==> config.mk <==
export PLATFORM = sky130hd
export DESIGN_NAME = mem_stage_ctrl
export DESIGN_NICKNAME = d
export VERILOG_FILES = /design/src/rtl/mem_stage_ctrl.sv
export SDC_FILE = /design/constraint.sdc
export NUM_CORES = 1
export LEC_CHECK = 0
export CAP_MARGIN = 20
export CORE_AREA = 5 5 128 130
export DETAILED_ROUTE_END_ITERATION = 12
export DIE_AREA = 0 0 133 135
export DONT_BUFFER_PORTS = 1
export SLEW_MARGIN = 10
export SYNTH_ARGS = -nofsm -noshare
export SYNTH_HDL_FRONTEND = slang
export SYNTH_SLANG_ARGS = --single-unit
==> constraint.sdc <==
create_clock -name clk -period 4.95 [get_ports clk]
set_clock_uncertainty 0.15 [all_clocks]
set_input_delay 0.99 -clock clk [delete_from_list [all_inputs] [get_ports clk]]
set_output_delay 0.99 -clock clk [all_outputs]
set_load 0.02 [all_outputs]
==> src/rtl/mem_stage_ctrl.sv <==
// MEM pipeline stage: sequences one data-memory access per instruction through
// IDLE/BUSY/DONE, stalls upstream while it runs, and owns the MEM/WB register.
module mem_stage_ctrl #(
  parameter int TIMEOUT_CYCLES = 16
) (
  input  logic        clk,
  input  logic        rst,
  input  logic        RegWrite,
  input  logic        MemtoReg,
  input  logic        Branch,
  input  logic        MemRead,
  input  logic        MemWrite,
  input  logic [31:0] address,
  input  logic [31:0] ALUResult,
  input  logic        zero,
  input  logic [31:0] WriteData,
  input  logic [4:0]  RegWriteAdd,
  output logic        dmem_req,
  output logic        dmem_we,
  output logic [31:0] dmem_addr,
  output logic [31:0] dmem_wdata,
  input  logic        dmem_ack,
  input  logic [31:0] dmem_rdata,
  output logic        stall,
  output logic        PCSrc,
  output logic [31:0] BranchTarget,
  output logic        RegWrite_WB,
  output logic        MemtoReg_WB,
  output logic [31:0] ReadData_WB,
  output logic [31:0] ALUResult_WB,
  output logic [4:0]  RegWriteAdd_WB,
  output logic        mem_fault
);

  typedef enum logic [1:0] {IDLE, BUSY, DONE} state_t;

  localparam logic [7:0] TO_LAST = 8'(TIMEOUT_CYCLES - 1);

  state_t      state;
  logic [7:0]  toCnt;
  logic [31:0] rdataQ;
  logic        faultQ;
  logic        memOp;
  logic        illegal;
  logic        retireFault;

  assign memOp       = MemRead | MemWrite;
  assign illegal     = (ALUResult[1:0] != 2'b00) | (MemRead & MemWrite);
  assign stall       = memOp & (state != DONE);
  assign retireFault = (state == DONE) & faultQ;

  // Bus outputs decode registered state only; addr/wdata are stable because
  // the upstream register is frozen by stall for the whole access.
  assign dmem_req     = (state == BUSY);
  assign dmem_we      = dmem_req & MemWrite;
  assign dmem_addr    = ALUResult;
  assign dmem_wdata   = WriteData;

  assign PCSrc        = Branch & zero & ~stall;
  assign BranchTarget = address;

  always_ff @(posedge clk or posedge rst) begin
    if (rst) begin
      state     <= IDLE;
      toCnt     <= '0;
      rdataQ    <= '0;
      faultQ    <= 1'b0;
      mem_fault <= 1'b0;
    end else begin
      case (state)
        IDLE: if (memOp) begin
          if (illegal) begin
            state     <= DONE;
            faultQ    <= 1'b1;
            mem_fault <= 1'b1;
          end else begin
            state  <= BUSY;
            toCnt  <= '0;
            faultQ <= 1'b0;
          end
        end
        BUSY: begin
          if (dmem_ack) begin
            rdataQ <= dmem_rdata;
            state  <= DONE;
          end else if (toCnt == TO_LAST) begin
            // this edge closes the TIMEOUT_CYCLES-th BUSY cycle
            state     <= DONE;
            faultQ    <= 1'b1;
            mem_fault <= 1'b1;
          end else begin
            toCnt <= toCnt + 8'd1;
          end
        end
        DONE:    state <= IDLE;
        default: state <= IDLE;
      endcase
    end
  end

  always_ff @(posedge clk or posedge rst) begin
    if (rst) begin
      RegWrite_WB    <= 1'b0;
      MemtoReg_WB    <= 1'b0;
      ReadData_WB    <= '0;
      ALUResult_WB   <= '0;
      RegWriteAdd_WB <= '0;
    end else if (stall) begin
      RegWrite_WB <= 1'b0;
      MemtoReg_WB <= 1'b0;
    end else begin
      RegWrite_WB    <= RegWrite & ~retireFault;
      MemtoReg_WB    <= MemtoReg;
      ALUResult_WB   <= ALUResult;
      RegWriteAdd_WB <= RegWriteAdd;
      ReadData_WB    <= ((state == DONE) && !faultQ) ? rdataQ : '0;
    end
  end

endmodule

# Word-level counts from Yosys, hierarchy flattened
# Index checks and enable logic that the tools add are counted.
dict set report word_totals {
  input_bits 142
  reg_bits 115
  elab_cells 64
  out_inout_bits 172
}
dict set report op_classes {
  muxes 21
  n_eq_ne 11
  add_sub_neg 1
  n_reduce_logical 10
  bitwise 11
}
# op n
set op_table {}
lappend op_table {{$mux 32} 1}
lappend op_table {{$mux 8} 4}
lappend op_table {{$pmux 8 s2} 1}
lappend op_table {{$ne 2x2->1 const B} 6}
lappend op_table {{$reduce_and 5->1} 2}
lappend op_table {{$add 8x1->8 const B} 1}
lappend op_table {{$eq 8x4->1 const B} 1}
lappend op_table {{$mux 1} 8}
lappend op_table {{$mux 2} 4}
lappend op_table {{$and 1x1->1} 7}
lappend op_table {{$pmux 1 s2} 2}
lappend op_table {{$pmux 2 s2} 1}
lappend op_table {{$reduce_and 2->1} 2}
lappend op_table {{$reduce_and 4->1} 1}
lappend op_table {{$reduce_bool 2->1} 2}
lappend op_table {{$ne 3x1->1 const B} 1}
lappend op_table {{$eq 2x1->1 const B} 1}
lappend op_table {{$eq 2x2->1 const B} 1}
lappend op_table {{$logic_not 2->1} 1}
lappend op_table {{$ne 2x1->1 const B} 1}
lappend op_table {{$not 1->1} 2}
lappend op_table {{$or 1x1->1} 2}
lappend op_table {{$logic_and 1x1->1} 1}
lappend op_table {{$logic_not 1->1} 1}

# Longest topological paths before layout
# Gate-level depths: netlist of run 1.
dict set report logic_depth {
  depth_word 5
  ltp_mapped 7
  ltp_nobuf 5
}

# Worst setup path before layout of run 1
# No wires, ideal clock.
dict set report synth_timing {
  path_kind {input -> output}
  from {input MemRead}
  to {output PCSrc}
  arrival_ns 1.886
  required_ns 3.810
  setup_slack_ns 1.924
  path_buffers 2
  stages 5
  cell_sequence {nor2_1 nor2b_1 buf_2 buf_2 nor2_1}
}
dict set report synth_between {
  elab_chain_cells 4
}
# element line_no
set synth_lines {}
lappend synth_lines {{from (decl)} 11} ;# input logic MemRead,
lappend synth_lines {{$or 1x1->1} 47} ;# assign memOp = MemRead | MemWrite;
lappend synth_lines {{$and 1x1->1} 49} ;# assign stall = memOp & (state != DONE);
lappend synth_lines {{net stall} 24} ;# output logic stall,
lappend synth_lines {{$not 1->1} 59} ;# assign PCSrc = Branch & zero & ~stall;
lappend synth_lines {{$and 1x1->1} 59}
lappend synth_lines {{to (decl)} 25} ;# output logic PCSrc,
# The timed path passes the listed nets, and every way through them passes these cells.

# Worst setup path in the final report of run 1
dict set report layout_timing {
  from {register state[0]}
  to {output dmem_we}
}
dict set report layout_between {
  elab_chain_cells 2
}
# element line_no
set layout_lines {}
lappend layout_lines {{from (decl)} 39} ;# state_t state;
lappend layout_lines {{from (signal assigned)} 64} ;# state <= IDLE;
lappend layout_lines {{from (signal assigned)} 73} ;# state <= DONE;
lappend layout_lines {{from (signal assigned)} 77} ;# state <= BUSY;
lappend layout_lines {{$eq 2x1->1} 54} ;# assign dmem_req = (state == BUSY);
lappend layout_lines {{net dmem_req} 18} ;# output logic dmem_req,
lappend layout_lines {{$and 1x1->1} 55} ;# assign dmem_we = dmem_req & MemWrite;
lappend layout_lines {{to (decl)} 19} ;# output logic dmem_we,
# The timed path passes the listed nets, and every way through them passes these cells.

==> run_results.csv, run 1 <==
group,metric,value,unit
sta,grt_setup_unrepaired,"no",
sta,max_clock_freq,317.8,MHz
floorplan,dieHeight,135,µm
sta,drv_slew,0,
floorplan,start_util,34.22,%
yosys,ys_seq_elements,115,
sta,layout_setup_ws,1.804,ns
floorplan,ios,314,
yosys,syn_inst,392,
placed_design,place_ws,1.961,ns
route,num_vias,2591,
cells_and_area,final_nets,444,
global_routing,grt-ovfl-total,0,
clock_tree,postCtsSetupRepairBufs,0,
placed_design,placed_area,4609,µm²
yosys,yosys_warnings,0,
floorplan,die_area,17960,µm²
global_routing,grt_pass1_wl,16800,µm
clock_tree,cts_made_buffers,17,
route,viasPerCell,5.141,
cells_and_area,final_util,34.71,%
placed_design,gp_congestion,0.7050,
critical_path,slowest_delay,0.80,ns
cells_and_area,multi_input_comb_area,1453,µm²
cells_and_area,seqCellArea,2878,µm²
critical_path,critPathCaptureType,"primary output",
critical_path,critical_path_required,3.81,ns
yosys,ys.flop_type,"dfrtp_1",
sta,holdWs,0.3346,ns
yosys,async_flop_share,100.0,%
job,maxCapViolCount,0,
critical_path,arrival,2.01,ns
cells_and_area,fin_cells,504,
yosys,netlist_area,5144,µm²
sta,finalSetupViolations,0,
sta,worst_pin_slew,0.9683,ns
floorplan,core.rowCount,45,
yosys,yosysTopAreaCell,"dfrtp_1",
cells_and_area,area_growth,1.460,%
route,wl_met2,5619,µm
clock_tree,postCtsResizedCells,0,
worst_hold_path,min_path_type,"reg -> reg",
floorplan,die_x,133,µm
clock_tree,cts_hold_buf,0,
route,drc,0,
yosys,syn_area_per_cell,13.12,µm²
yosys,ys_seq_area_share,55.95,%
critical_path,r2r_cells,4,
power,ir_worst_vdd,0.2086,mV
route,wl_met1,4222,µm
route,routed.top_layer,"met4",
global_routing,grt_max_degree,77,
sta,relSlewSlack,35.31,%
cells_and_area,fill_cells,1456,
critical_path,cp_slowest_cell,"nor2b_1",
sta,fin_setup_tns,0,ns
yosys,synth_cell_types,37,
placed_design,dpl.cell_count,470,
critical_path,cp-start-kind,"flop",
clock_tree,cts_buffer_depth,2,
yosys,netlist.area_leader.share,55.95,%
floorplan,coreArea,15030,µm²
yosys,yosysMostFrequentCell,"dfrtp_1",
placed_design,hpwl,8479,µm
yosys,synth_nets,535,
yosys,synth_area_leaders,"dfrtp_1 56%, mux2_1 15%, buf_4 14%",
placed_design,io_buffers,0,
clock_tree,ctsHtreeMaxLevel,4,
route,drtIter0Drc,52,
yosys,synth_edf_count,0,
yosys,synth_commonest_cells,"115 x dfrtp_1, 96 x buf_4, 69 x mux2_1",
sta,hold_violations,0,
route,drt_pass1_iterations,4,
sta,layout_min_cycle_time,3.146,ns
clock_tree,clk_latency,0.40,ns
global_routing,antenna_found_initial,1,
global_routing,grt_pass1_vias,2854,
cells_and_area,fin_area,5219,µm²
critical_path,critical_path.max_fanout,9,
critical_path,critical_path_class,"reg -> out",
power,leakage,2.295,nW
worst_hold_path,hold_depth,1,
critical_path,crit_chain,"nor2b_1 -> and2_1",
global_routing,grt_use_total,12.51,%
route,routed_wirelength,11310,µm
power,power_density,586.0,nW/µm²
status,status,"completed",
power,finalPower,3.058,mW
sta,fin_crit_sh,63.56,%
clock_tree,cts_tree,"done",
clock_tree,clock-sinks,115,
clock_tree,clkSlewWorstSetupHoldPaths,0.05,ns
route,post_drt_wl_per_cell,22.45,µm
clock_tree,clockRootBuffer,"clkbuf_16",
route,wl_met3,1313,µm
route,drtAntennaViolNets,0,
cells_and_area,drive_above_1_share,13.74,%
-- critical path: cells and delay by family, from the launching register on --
family	cells	cell delay, ns
flip-flops	1	0.45
AND/OR/NAND/NOR	2	1.15
-- flip-flops by register name, summed over array words and instances, names as in the netlist --
register	count
rdataQ	32
toCnt	8
state	2
ReadData_WB	32
RegWriteAdd_WB	5
mem_fault	1
faultQ	1
ALUResult_WB	32
MemtoReg_WB	1
RegWrite_WB	1
-- cells in the final DEF (no fill, tap or decap), drive strengths merged, types with 2 or more instances in the layout --
cell	netlist	routed
clkbuf	4	21
nand3	2	2
dfrtp	115	115
a31oi	6	6
nor3	2	2
nand2	6	6
inv	3	3
buf	110	4
a41oi	2	2
clkinv	0	6
bufinv	0	3
mux2	69	69
nor2	8	8
o21ai	4	4
diode	0	3
a22o	32	32
or2	2	2
nor4	2	2
a21oi	5	5
nor2b	4	4
nand2b	3	3
-- metal layers --
metal | track usage, % | vias to the layer above
li1 | - | 1101
met1 | 13.53 | 1279
met2 | 19.95 | 191
met3 | 7.601 | 20
met4 | 4.965 | 0
met5 | 0 | -
-- final cells by class --
type                            count  area share [%]
Tap cell                          188           4.507
Timing Repair Buffer                4          0.5754
Sequential cell                   115           55.14
Clock inverter                     10           2.517
Multi-Input combinational cell    160           27.83
Clock buffer                       21           9.015
Inverter                            3          0.2637
Antenna cell                        3          0.1439
-- report_power, final --
| group | internal [mW] | switching, mW |
|---|---|---|
| registers | 1.20 | 0.305 |
| clock network | 0.824 | 0.407 |
| logic | 0.171 | 0.155 |
-- kinds of logic (layout without fill, tap and decap cells) --
logic type | after synthesis | in the layout | share of synthesized area, %
buffers and inverters | 117 | 38 | 16.01
xor gates and xnor gates | 1 | 1 | 0.1703
adders and majority gates | 2 | 2 | 0.4378
muxes | 70 | 70 | 15.30
DFF | 115 | 115 | 55.95
other | 0 | 3 | 0
AOI/OAI and AO/OA | 53 | 53 | 8.319
and+or+nand+nor | 34 | 34 | 3.819
-- worst paths after layout --
kind / start / endpoint / slack [ns]
max reg2reg: state[0]$_DFFE_PP0P_ / RegWriteAdd_WB[0]$_DFFE_PP0N_ / 2.47
min: rdataQ[12]$_DFFE_PP0P_ / ReadData_WB[12]$_DFFE_PP0N_ / 0.33
min in group asynchronous: rst / ALUResult_WB[28]$_DFFE_PP0N_ / 0.51
max: state[0]$_DFFE_PP0P_ / dmem_we / 1.80
min reg2reg: rdataQ[12]$_DFFE_PP0P_ / ReadData_WB[12]$_DFFE_PP0N_ / 0.33
max in group asynchronous: rst / rdataQ[14]$_DFFE_PP0P_ / 3.10
No activity file was read; power rests on OpenSTA's default activity.
==> inputs of run 2 (changes only) <==
clock period = 2.65 ns   (was 4.95 ns; I/O delays follow)
==> run 2 against run 1 <==
Clock-buffer cell count shrank 2; register-to-register slack lost 1.9 ns; flip-flop and latch count did not move; non-clock buffer count grew 2; core utilization is 0.47 points higher; sequential share of layout area shrank 0.73 points; worst setup slack worse by 1.5 ns; combinational power increased by 95%.
==> run_results.csv, run 2 (same netlist as run 1, synthesis figures left out) <==
group,metric,value,unit
sta,worst_pin_slew,0.6014,ns
critical_path,critical_path.max_fanout,9,
cells_and_area,layout_common_cells,"115 x dfrtp_1, 69 x mux2_1, 32 x a22o_1",
critical_path,cp-start-kind,"flop",
sta,hold_violations,0,
placed_design,dpl.cell_count,472,
cells_and_area,final_util,35.18,%
cells_and_area,seqCellArea,2878,µm²
sta,fin_crit_sh,86.77,%
route,drtIter0Drc,89,
sta,finalSetupViolations,0,
cells_and_area,final_nets,446,
cells_and_area,final_common_cell,"dfrtp_1",
clock_tree,cts_buffer_depth,2,
sta,layout_setup_ws,0.3507,ns
global_routing,grt_max_degree,116,
floorplan,die_x,133,µm
global_routing,antenna_found_initial,3,
clock_tree,postCtsResizedCells,0,
floorplan,dieHeight,135,µm
critical_path,critPathCaptureType,"primary output",
worst_hold_path,min_path_type,"in -> async",
placed_design,place_ws,0.6030,ns
critical_path,critical_path_required,1.97,ns
clock_tree,clk_latency,0.40,ns
clock_tree,cts_tree,"done",
power,seq_power_share,48.1,%
global_routing,grt_pass1_vias,2798,
global_routing,grt_use_total,12.80,%
cells_and_area,drive_above_1_share,14.29,%
floorplan,core.rowCount,45,
power,leakage,2.311,nW
power,finalPower,5.835,mW
clock_tree,cts_made_buffers,17,
sta,layout_min_cycle_time,2.299,ns
route,viasPerCell,5.205,
power,clkPwrFrac,41.0,%
route,drc,0,
power,switching_share,28.52,%
cells_and_area,area_growth,2.822,%
route,num_vias,2618,
route,drtAntennaViolNets,0,
cells_and_area,diodes,0,
global_routing,grt-ovfl-total,0,
placed_design,hpwl,8701,µm
clock_tree,clkSlewWorstSetupHoldPaths,0.05,ns
placed_design,io_buffers,0,
floorplan,start_util,34.22,%
route,routed_wirelength,11610,µm
clock_tree,clock-sinks,115,
power,p_int,4.171,mW
clock_tree,cts_hold_buf,0,
clock_tree,ctsHtreeMaxLevel,4,
clock_tree,postCtsSetupRepairBufs,0,
power,ir_worst_vdd,0.4391,mV
status,status,"completed",
critical_path,reg2reg_slack,0.60,ns
power,power_density,1103,nW/µm²
power,switchingPower,1.664,mW
route,drt_pass1_iterations,4,
sta,fin_setup_tns,0,ns
critical_path,critical_path_class,"reg -> out",
sta,max_clock_freq,434.9,MHz
critical_path,arrival,1.62,ns
floorplan,coreArea,15030,µm²
floorplan,die_area,17960,µm²
power,pwr-share-comb,10.9,%
global_routing,grt_pass1_wl,17330,µm
cells_and_area,fin_cells,503,
sta,grt_setup_unrepaired,"no",
floorplan,ios,314,
cells_and_area,fill_cells,1450,
clock_tree,clockRootBuffer,"clkbuf_16",
cells_and_area,multi_input_comb_area,1453,µm²
sta,relSlewSlack,59.91,%
cells_and_area,top_regs,"ALUResult_WB (32), ReadData_WB (32), rdataQ (32)",
route,post_drt_wl_per_cell,23.09,µm
sta,drv_slew,0,
placed_design,gp_congestion,0.7420,
job,maxCapViolCount,0,
run 2: final cells by class:
type | instances | area share, %
multi-input combinational | 160 | 27.47
timing repair buffer | 6 | 1.561
clock buffer | 19 | 8.375
inverter | 3 | 0.2839
tap | 188 | 4.448
sequential | 115 | 54.41
clock inverter | 12 | 3.454
run 2: final timing paths:
| check | startpoint | end | depth (start not counted) |
|---|---|---|---|
| max in group asynchronous | rst | state[0]$_DFFE_PP0P_ | 2 |
| worst min-delay path | rst | ALUResult_WB[24]$_DFFE_PP0N_ | 2 |
| worst max register to register | toCnt[0]$_DFFE_PP0P_ | toCnt[4]$_DFFE_PP0P_ | 5 |
| worst max-delay path | state[0]$_DFFE_PP0P_ | PCSrc | 3 |
| min in group clk | dmem_rdata[19] | rdataQ[19]$_DFFE_PP0P_ | 1 |
| worst min register to register | rdataQ[16]$_DFFE_PP0P_ | rdataQ[16]$_DFFE_PP0P_ | 1 |
run 2: routing by layer:
layer | global-route usage [%] | share of wire, % | vias to the layer above
li1 | - | - | 1097
met1 | 14.22 | 37 | 1308
met2 | 21.19 | 50 | 181
met3 | 6.446 | 10 | 32
met4 | 4.677 | 1.8 | 0
met5 | 0 | 0 | -
run 2: worst max-delay path, cell delays in order (launching register included):
cell      delay, ns
dfrtp_1        0.46
nand2b_1       0.22
nor2b_4        0.18
nor2_1         0.35
run 2: stage by stage:
| step | cell area [µm²] | hold WS, ns |
|---|---|---|
| after floorplan | 5147 | 0.3120 |
| after global placement | 4663 | 0.3197 |
| after detailed placement | 4663 | 0.3259 |
| after CTS | 5289 | 0.04440 |
| after global routing | 5289 | 0.05218 |
| final | 5289 | 0.02653 |
run 2: power groups by stage:
stage | Clock (mW) | Sequential [mW] | Combinational, mW
3_5_place_dp | 0 | 2.84 | 0.655
2_1_floorplan | 0 | 2.73 | 0.746
3_3_place_gp | 0 | 2.83 | 0.619
6_report | 2.39 | 2.81 | 0.634
4_1_cts | 2.48 | 2.82 | 0.654
5_1_grt | 2.56 | 2.86 | 0.715
